## config.mk

```make
export PLATFORM = sky130hd
export DESIGN_NAME = uart_frame_rx
export DESIGN_NICKNAME = d
export VERILOG_FILES = /design/src/rtl/uart_frame_rx.sv
export SDC_FILE = /design/constraint.sdc
export NUM_CORES = 1
export LEC_CHECK = 0
export ABC_AREA = 1
export BUFFER_PORTS_ARGS = -buffer_cell sky130_fd_sc_hd__buf_4
export CORE_MARGIN = 2
export CORE_UTILIZATION = 58
export DETAILED_ROUTE_END_ITERATION = 16
export PLACE_DENSITY = 0.79
export SLEW_MARGIN = 20
export SYNTH_ARGS = -nofsm -noshare
export SYNTH_HDL_FRONTEND = slang
export SYNTH_SLANG_ARGS = --single-unit
```

## constraint.sdc

```tcl
create_clock -name clk -period 2.2 [get_ports clk]
set_input_delay 0.22 -clock clk [delete_from_list [all_inputs] [get_ports clk]]
set_output_delay 0.22 -clock clk [all_outputs]
set_load 0.02 [all_outputs]
```

## src/rtl/uart_frame_rx.sv

```systemverilog
// uart_frame_rx: UART receiver that assembles fixed-length frames onto a valid/ready output
module uart_frame_rx #(
    parameter int CLK_FRE          = 50,
    parameter int BAUD_RATE        = 115200,
    parameter int FRAME_BYTE_WIDTH = 18,
    parameter int TIMEOUT_BITS     = 20
) (
    input  logic                          clk,
    input  logic                          rst,
    input  logic                          uart_rx,
    output logic [FRAME_BYTE_WIDTH*8-1:0] frame_data,
    output logic                          frame_vld,
    input  logic                          frame_rdy,
    output logic                          frame_err,
    output logic                          frame_tmo,
    output logic                          overrun
);
    localparam int CPB = (CLK_FRE * 1000000) / BAUD_RATE;
    localparam int W   = FRAME_BYTE_WIDTH * 8;
    localparam int TMO = TIMEOUT_BITS * CPB;
    localparam int CW  = $clog2(CPB);
    localparam int GW  = $clog2(TMO + 1);
    localparam logic [CW-1:0] HALF_M1 = CW'(CPB / 2 - 1);
    localparam logic [CW-1:0] FULL_M1 = CW'(CPB - 1);
    localparam logic [GW-1:0] GAP_MAX = GW'(TMO);
    localparam logic [7:0]    LAST    = 8'(FRAME_BYTE_WIDTH - 1);

    typedef enum logic [1:0] {IDLE, START, DATA, STOP} state_t;

    state_t        state_q, state_d;
    logic          sync1_q, sync2_q, prev_q;
    logic [CW-1:0] cnt_q, cnt_d;
    logic [2:0]    bit_q, bit_d;
    logic [7:0]    byte_q, byte_d;
    logic [7:0]    bcnt_q, bcnt_d;
    logic [GW-1:0] gap_q, gap_d;
    logic [W-1:0]  shift_q, shift_d, data_q, data_d;
    logic          vld_q, vld_d, err_q, err_d, tmo_q, tmo_d, ovr_q, ovr_d;
    logic          rx_s, start_det, tick, done;

    assign rx_s       = sync2_q;
    assign start_det  = (state_q == IDLE) && prev_q && !rx_s;
    assign tick       = cnt_q == ((state_q == START) ? HALF_M1 : FULL_M1);
    assign frame_data = data_q;
    assign frame_vld  = vld_q;
    assign frame_err  = err_q;
    assign frame_tmo  = tmo_q;
    assign overrun    = ovr_q;

    // bit FSM, frame assembly, inter-byte timeout and output handshake
    always_comb begin
        state_d = state_q;
        cnt_d   = cnt_q + CW'(1);
        bit_d   = bit_q;
        byte_d  = byte_q;
        bcnt_d  = bcnt_q;
        gap_d   = '0;
        shift_d = shift_q;
        data_d  = data_q;
        vld_d   = vld_q && !frame_rdy;
        err_d   = 1'b0;
        tmo_d   = 1'b0;
        ovr_d   = 1'b0;
        done    = 1'b0;
        case (state_q)
            IDLE: begin
                if (start_det) begin
                    state_d = START;
                    cnt_d   = '0;
                end else if (bcnt_q != 8'd0) begin
                    gap_d = gap_q + GW'(1);
                    if (gap_d == GAP_MAX) begin
                        gap_d  = '0;
                        bcnt_d = 8'd0;
                        tmo_d  = 1'b1;
                    end
                end
            end
            START: begin
                if (tick) begin
                    state_d = rx_s ? IDLE : DATA;
                    cnt_d   = '0;
                    bit_d   = 3'd0;
                end
            end
            DATA: begin
                if (tick) begin
                    cnt_d   = '0;
                    byte_d  = {rx_s, byte_q[7:1]};
                    bit_d   = bit_q + 3'd1;
                    state_d = (bit_q == 3'd7) ? STOP : DATA;
                end
            end
            STOP: begin
                if (tick) begin
                    state_d = IDLE;
                    cnt_d   = '0;
                    if (rx_s) begin
                        shift_d = W'({shift_q, byte_q});
                        done    = bcnt_q == LAST;
                        bcnt_d  = done ? 8'd0 : bcnt_q + 8'd1;
                    end else begin
                        err_d  = 1'b1;
                        bcnt_d = 8'd0;
                    end
                end
            end
        endcase
        if (done) begin
            ovr_d  = vld_q && !frame_rdy;
            data_d = ovr_d ? data_q : shift_d;
            vld_d  = 1'b1;
        end
    end

    // state registers; the synchronizer idles high so reset never fakes a start edge
    always_ff @(posedge clk) begin
        if (rst) begin
            sync1_q <= 1'b1;
            sync2_q <= 1'b1;
            prev_q  <= 1'b1;
            state_q <= IDLE;
            cnt_q   <= '0;
            bit_q   <= '0;
            byte_q  <= '0;
            bcnt_q  <= '0;
            gap_q   <= '0;
            shift_q <= '0;
            data_q  <= '0;
            vld_q   <= 1'b0;
            err_q   <= 1'b0;
            tmo_q   <= 1'b0;
            ovr_q   <= 1'b0;
        end else begin
            sync1_q <= uart_rx;
            sync2_q <= sync1_q;
            prev_q  <= sync2_q;
            state_q <= state_d;
            cnt_q   <= cnt_d;
            bit_q   <= bit_d;
            byte_q  <= byte_d;
            bcnt_q  <= bcnt_d;
            gap_q   <= gap_d;
            shift_q <= shift_d;
            data_q  <= data_d;
            vld_q   <= vld_d;
            err_q   <= err_d;
            tmo_q   <= tmo_d;
            ovr_q   <= ovr_d;
        end
    end
endmodule
```

Word level (Yosys, flattened, before mapping)
Index checks and enable logic that the tools add are counted.
W data, S select, Z words.
{ "word_totals": {"ff_bits": 339, "in_bits": 4, "output_inout_bits": 148, "elab_cells": 88} }
{ "classes": {"n_addsub": 4, "eq_ne": 14, "muxes": 30, "bitwise_logic": 6, "n_reduce_logical": 19} }
{ "op_table": {"columns": ["cell", "count"], "rows": [
  ["$mux W144", 3],
  ["$mux W8", 6],
  ["$mux W9", 3],
  ["$pmux W9 S2", 1],
  ["$pmux W8 S2", 1],
  ["$add A14 B1 Y14 const B", 1],
  ["$eq A14 B14 Y1 const B", 1],
  ["$mux W2", 5],
  ["$ne A2 B2 Y1 const B", 5],
  ["$add A9 B1 Y9 const B", 1],
  ["$eq A9 B9 Y1", 1],
  ["$add A8 B1 Y8 const B", 1],
  ["$eq A8 B5 Y1 const B", 1],
  ["$pmux W2 S4", 1],
  ["$reduce_bool A8 Y1", 1],
  ["$mux W1", 7],
  ["$mux W3", 2],
  ["$not A1 Y1", 6],
  ["$pmux W3 S2", 1],
  ["$reduce_or A3 Y1", 2],
  ["$reduce_and A5 Y1", 1],
  ["$reduce_or A5 Y1", 1],
  ["$eq A2 B2 Y1 const B", 2],
  ["$ne A2 B1 Y1 const B", 2],
  ["12 further kinds", 17]
]} }

Longest topological paths before layout
{ "depth": {"ltp_word": 7, "mapped_depth": 15} }

Worst setup path before layout
OpenSTA, ideal clock, no wires.
{ "synth_path": {"path_kind": "reg-to-reg", "startpoint": "reg gap_q[0]", "endpoint": "reg bcnt_q[5]", "arrival_time_ps": 1691, "t_required_ps": 2085, "setup_slack_ps": 394, "path_stages_with_launch": 16, "n_path_buf": 1, "synth_period_minus_slack_ps": 1806, "cell_sequence": "dfxtp_1 > ha_1 > nand2_1 > nor2_2 > nand2_1 > nand2_1 > nand2_1 > inv_1 > nand2_1 > nor2_1 > nand4_1 > nand2_2 > buf_6 > nand3_1 > nand2_1 > nor2_1"} }
{ "synth_via": {"elab_chain_len": 4} }
{ "synth_rtl": {"columns": ["element", "line", "source"], "rows": [
  ["start, declared", "36", "logic [GW-1:0] gap_q, gap_d;"],
  ["start signal, assigned", "143", "gap_q <= gap_d;"],
  ["$add A14 B1 Y14", "71", "gap_d = gap_q + GW'(1);"],
  ["$eq A14 B14 Y1", "72", "if (gap_d == GAP_MAX) begin"],
  ["$ne A2 B1 Y1 (no source line)", null, null],
  ["$reduce_and A5 Y1 (no source line)", null, null],
  ["end signal, assigned", "142", "bcnt_q <= bcnt_d;"],
  ["end, declared", "35", "logic [7:0] bcnt_q, bcnt_d;"]
]} }
No other way between the ends.
A chain may end at the register's enable or synchronous reset.

Worst setup path after layout
{ "layout_path": {"startpoint": "reg gap_q[1]", "endpoint": "reg bcnt_q[4]"} }
Same word-level chain as after synthesis.

==> reports/metrics.csv <==
stage,metric,value,unit
worst_setup_path,"most used cell, CP",nand2_1,
floorplanning,Die Span Y,152,µm
global_route,Overflow after GRT,0,
sta,fin crit share,91.9,%
placed_design,Port Buf Inserts,151,
worst_setup_path,worst setup path category,register to register,
detailed_routing,vias after detailed routing,10600,
detailed_routing,post-route DRC violation count,0,
logic_synthesis,most numerous cell in the Yosys netlist,nor2_1,
cts,Clock Tree Buf Depth,3,
logic_synthesis,"flops & latches, synth",339,
pwr,VDD IR-drop max,515,µV
run,Max Cap Violations,0,
sta,final hold slack,40.0,ps
detailed_routing,routed vias/inst,5.09,
logic_synthesis,ys flop type,dfxtp_1,
sta,final setup fails,0,
sta,Max Freq,494,MHz
floorplanning,I/O pin cnt,152,
placed_design,DP Wirelength,17900,µm
floorplanning,Die Area,23100,µm²
detailed_routing,wire per inst,13.2,µm
worst_setup_path,sum of buffers and inverters on the critical path,2,
logic_synthesis,leading area contributor after synthesis,dfxtp_1,
floorplanning,Core Rows,54,
worst_setup_path,CP peak stage delay,360,ps
logic_synthesis,post-synth cell types,35,
status,outcome,completed,
sta,Least-Margin Pin Slew,720,ps
layout,Multi-input gate area,5000,µm²
pwr,Pwr Total,12.4,mW
placed_design,Final GP Congestion,0.835,
layout,Register Area,6790,µm²
worst_setup_path,CP Capture Type,register,
logic_synthesis,largest cells by area after synthesis,"dfxtp_1, nor2_1, nand2_1",
floorplanning,Die W,152,µm
global_route,initial antenna violation count,0,
layout,n_diodes,0,
cts,worst skew pair latency,500,ps
logic_synthesis,"Cell Area, Synth",12700,µm²
detailed_routing,DRT Wirelength,27500,µm
sta,Slew headroom,52.0,%
worst_setup_path,Arrival @ worst endpoint,2450,ps
cts,CTS Buf Count,35,
logic_synthesis,"top cells by count, synth","nor2_1, dfxtp_1, nand2_1",
global_route,pin count of the biggest net entering global routing,133,
logic_synthesis,Post-Synthesis Cells,1663,
worst_setup_path,CP max FO,8,
pwr,Power Density,809,nW/µm²
worst_setup_path,CP cell instances,ha_1 > nand2_1 > nor2_4 > nand2_1 > nand2_1 > nand2_1 > inv_1 > nand2_1 > nor2_1 > nand4_1 > buf_4 > nand2_2 > a21oi_1 > nor2_1,
worst_setup_path,WP data required,2630,ps
cts,TritonCTS clock tree,done,
layout,Layout Nets,1793,
logic_synthesis,Post-Syn Nets,1674,
logic_synthesis,average size of a mapped cell,7.65,µm²
cts,root buffer cell,clkbuf_16,
sta,fin crit period,2020,ps
floorplanning,initial core utilization,58.6,%
detailed_routing,router iterations before antenna repair,5,
logic_synthesis,yosys synthesis warning count,0,
sta,Final Max Slew Viols,0,
global_route,gr usage total,22.8,%
floorplanning,Core ar.,21700,µm²
logic_synthesis,Synth top area share,53.4,%
worst_setup_path,"delay-heaviest family, CP",simple AND/OR/NAND/NOR gates,
worst_setup_path,Slowest cell on crit path,dfxtp_1,
cts,H-tree levels,2,
worst_setup_path,Worst setup SP type,register,
layout,Filler Cells Inserted,1748,
global_route,vias in the first global route,9605,
detailed_routing,post-route ant nets,0,
layout,layout cells sized above 1,14.4,%
layout,post-route cell area,15300,µm²
logic_synthesis,"Seq/Total Area, Yosys",53.4,%
logic_synthesis,"EDFF count, synth",0,
cts,"CTS clk-pin slew, worst paths",60,ps
layout,Layout area overhead,20.6,%
sta,count of final hold-check violations,0,
global_route,first-pass GRT wire length,45000,µm
sta,Worst Skew,12.4,ps
sta,setup_tns,0,ps
logic_synthesis,fraction of registers with async set or reset after synthesis,0,%
detailed_routing,initial DRC count,576,
hold_path,Tightest Hold Check Type,input pin to register,
pwr,P_leak,6.57,nW
cts,clock sinks,339,
placed_design,"Cell Area, Placed",14100,µm²
-- layout by cell type, fill, tap and decap left out, types with 12 or more instances in the layout --
cell type / count
o21ai_1: 12
buf_12: 13
a21oi_1: 90
nand2_1: 282
buf_4: 162
a211oi_1: 68
o21ai_0: 74
nand3_1: 38
clkbuf_16: 38
dfxtp_1: 337
inv_1: 108
nor2_1: 493
-- worst register-to-register path: stages, from the launching register on --
cell	delay (ps)
dfxtp_1	360
ha_1	200
nand2_1	130
nor2_4	160
nand2_1	80
nand2_1	70
nand2_1	60
inv_1	50
nand2_1	50
nor2_1	150
nand4_1	100
buf_4	170
nand2_2	160
a21oi_1	90
nor2_1	120
-- path summary, 6_finish.rpt --
kind	start	cells after the start	endpoint	slack (ps)
setup / recovery	gap_q[1]	14	bcnt_q[4]	180
hold reg to reg	sync1_q	1	rx_s	430
setup reg to reg	gap_q[1]	14	bcnt_q[4]	180
hold / removal	rst	2	shift_q[143]	40
-- what timing repair did --
action / in CTS / in global routing
resized for setup: 0 / 9
setup buffers: 0 / 1
hold endpoints to repair: 1 / 0
hold buffers: 1 / 0
setup endpoints to repair: 0 / 21
-- through the flow --
step | setup WS [ps] | std cells | util [%]
CTS | 46.7 | 2081 | 70.3
global route | -12.0 | 2085 | 70.7
detailed placement | 70.3 | 2020 | 64.8
global placement | 198 | 2020 | 64.8
floorplan | 394 | 1663 | -
finish | 178 | 2085 | 70.7
-- cell families after synthesis --
family                     share of synthesized area (%)
and+or+nand+nor                                     26.1
DFF                                                 53.4
AOI/OAI and AO/OA                                   11.6
buffers and inverters                               7.70
xor gates and xnor gates                           0.482
adders and majority gates                          0.689
-- layout make-up --
| cell class | count | share of cell area [%] |
|---|---|---|
| well taps | 280 | 2.28 |
| repair buffers | 181 | 10.5 |
| inverters | 112 | 2.76 |
| flip-flops and latches | 339 | 44.2 |
| multi-input cells | 1113 | 32.6 |
| clock buffers | 52 | 6.92 |
| clock inverters | 8 | 0.767 |
-- registers in the layout, summed over array words and instances (netlist names), named ones only --
register    count
bcnt_q          8
bit_q           3
byte_q          8
cnt_q           9
frame_data    144
frame_err       1
frame_tmo       1
frame_vld       1
gap_q          14
overrun         1
prev_q          1
rx_s            1
shift_q       144
state_q         1
sync1_q         1
-- power by group --
group          switching, mW  internal (mW)  total [mW]
registers             0.0195           6.16        6.18
clock network           2.30           3.68        5.98
logic                  0.187         0.0665       0.254
total                   2.51           9.91        12.4
-- routing by layer --
layer | routed length, µm | track usage [%] | part of all wire, %
met5 | 0 | 0 | 0
met4 | 572 | 7.39 | 2.1
met3 | 1290 | 3.22 | 4.7
met2 | 13300 | 38.1 | 48
met1 | 12400 | 30.8 | 45
No activity file was read; power rests on OpenSTA's default activity.
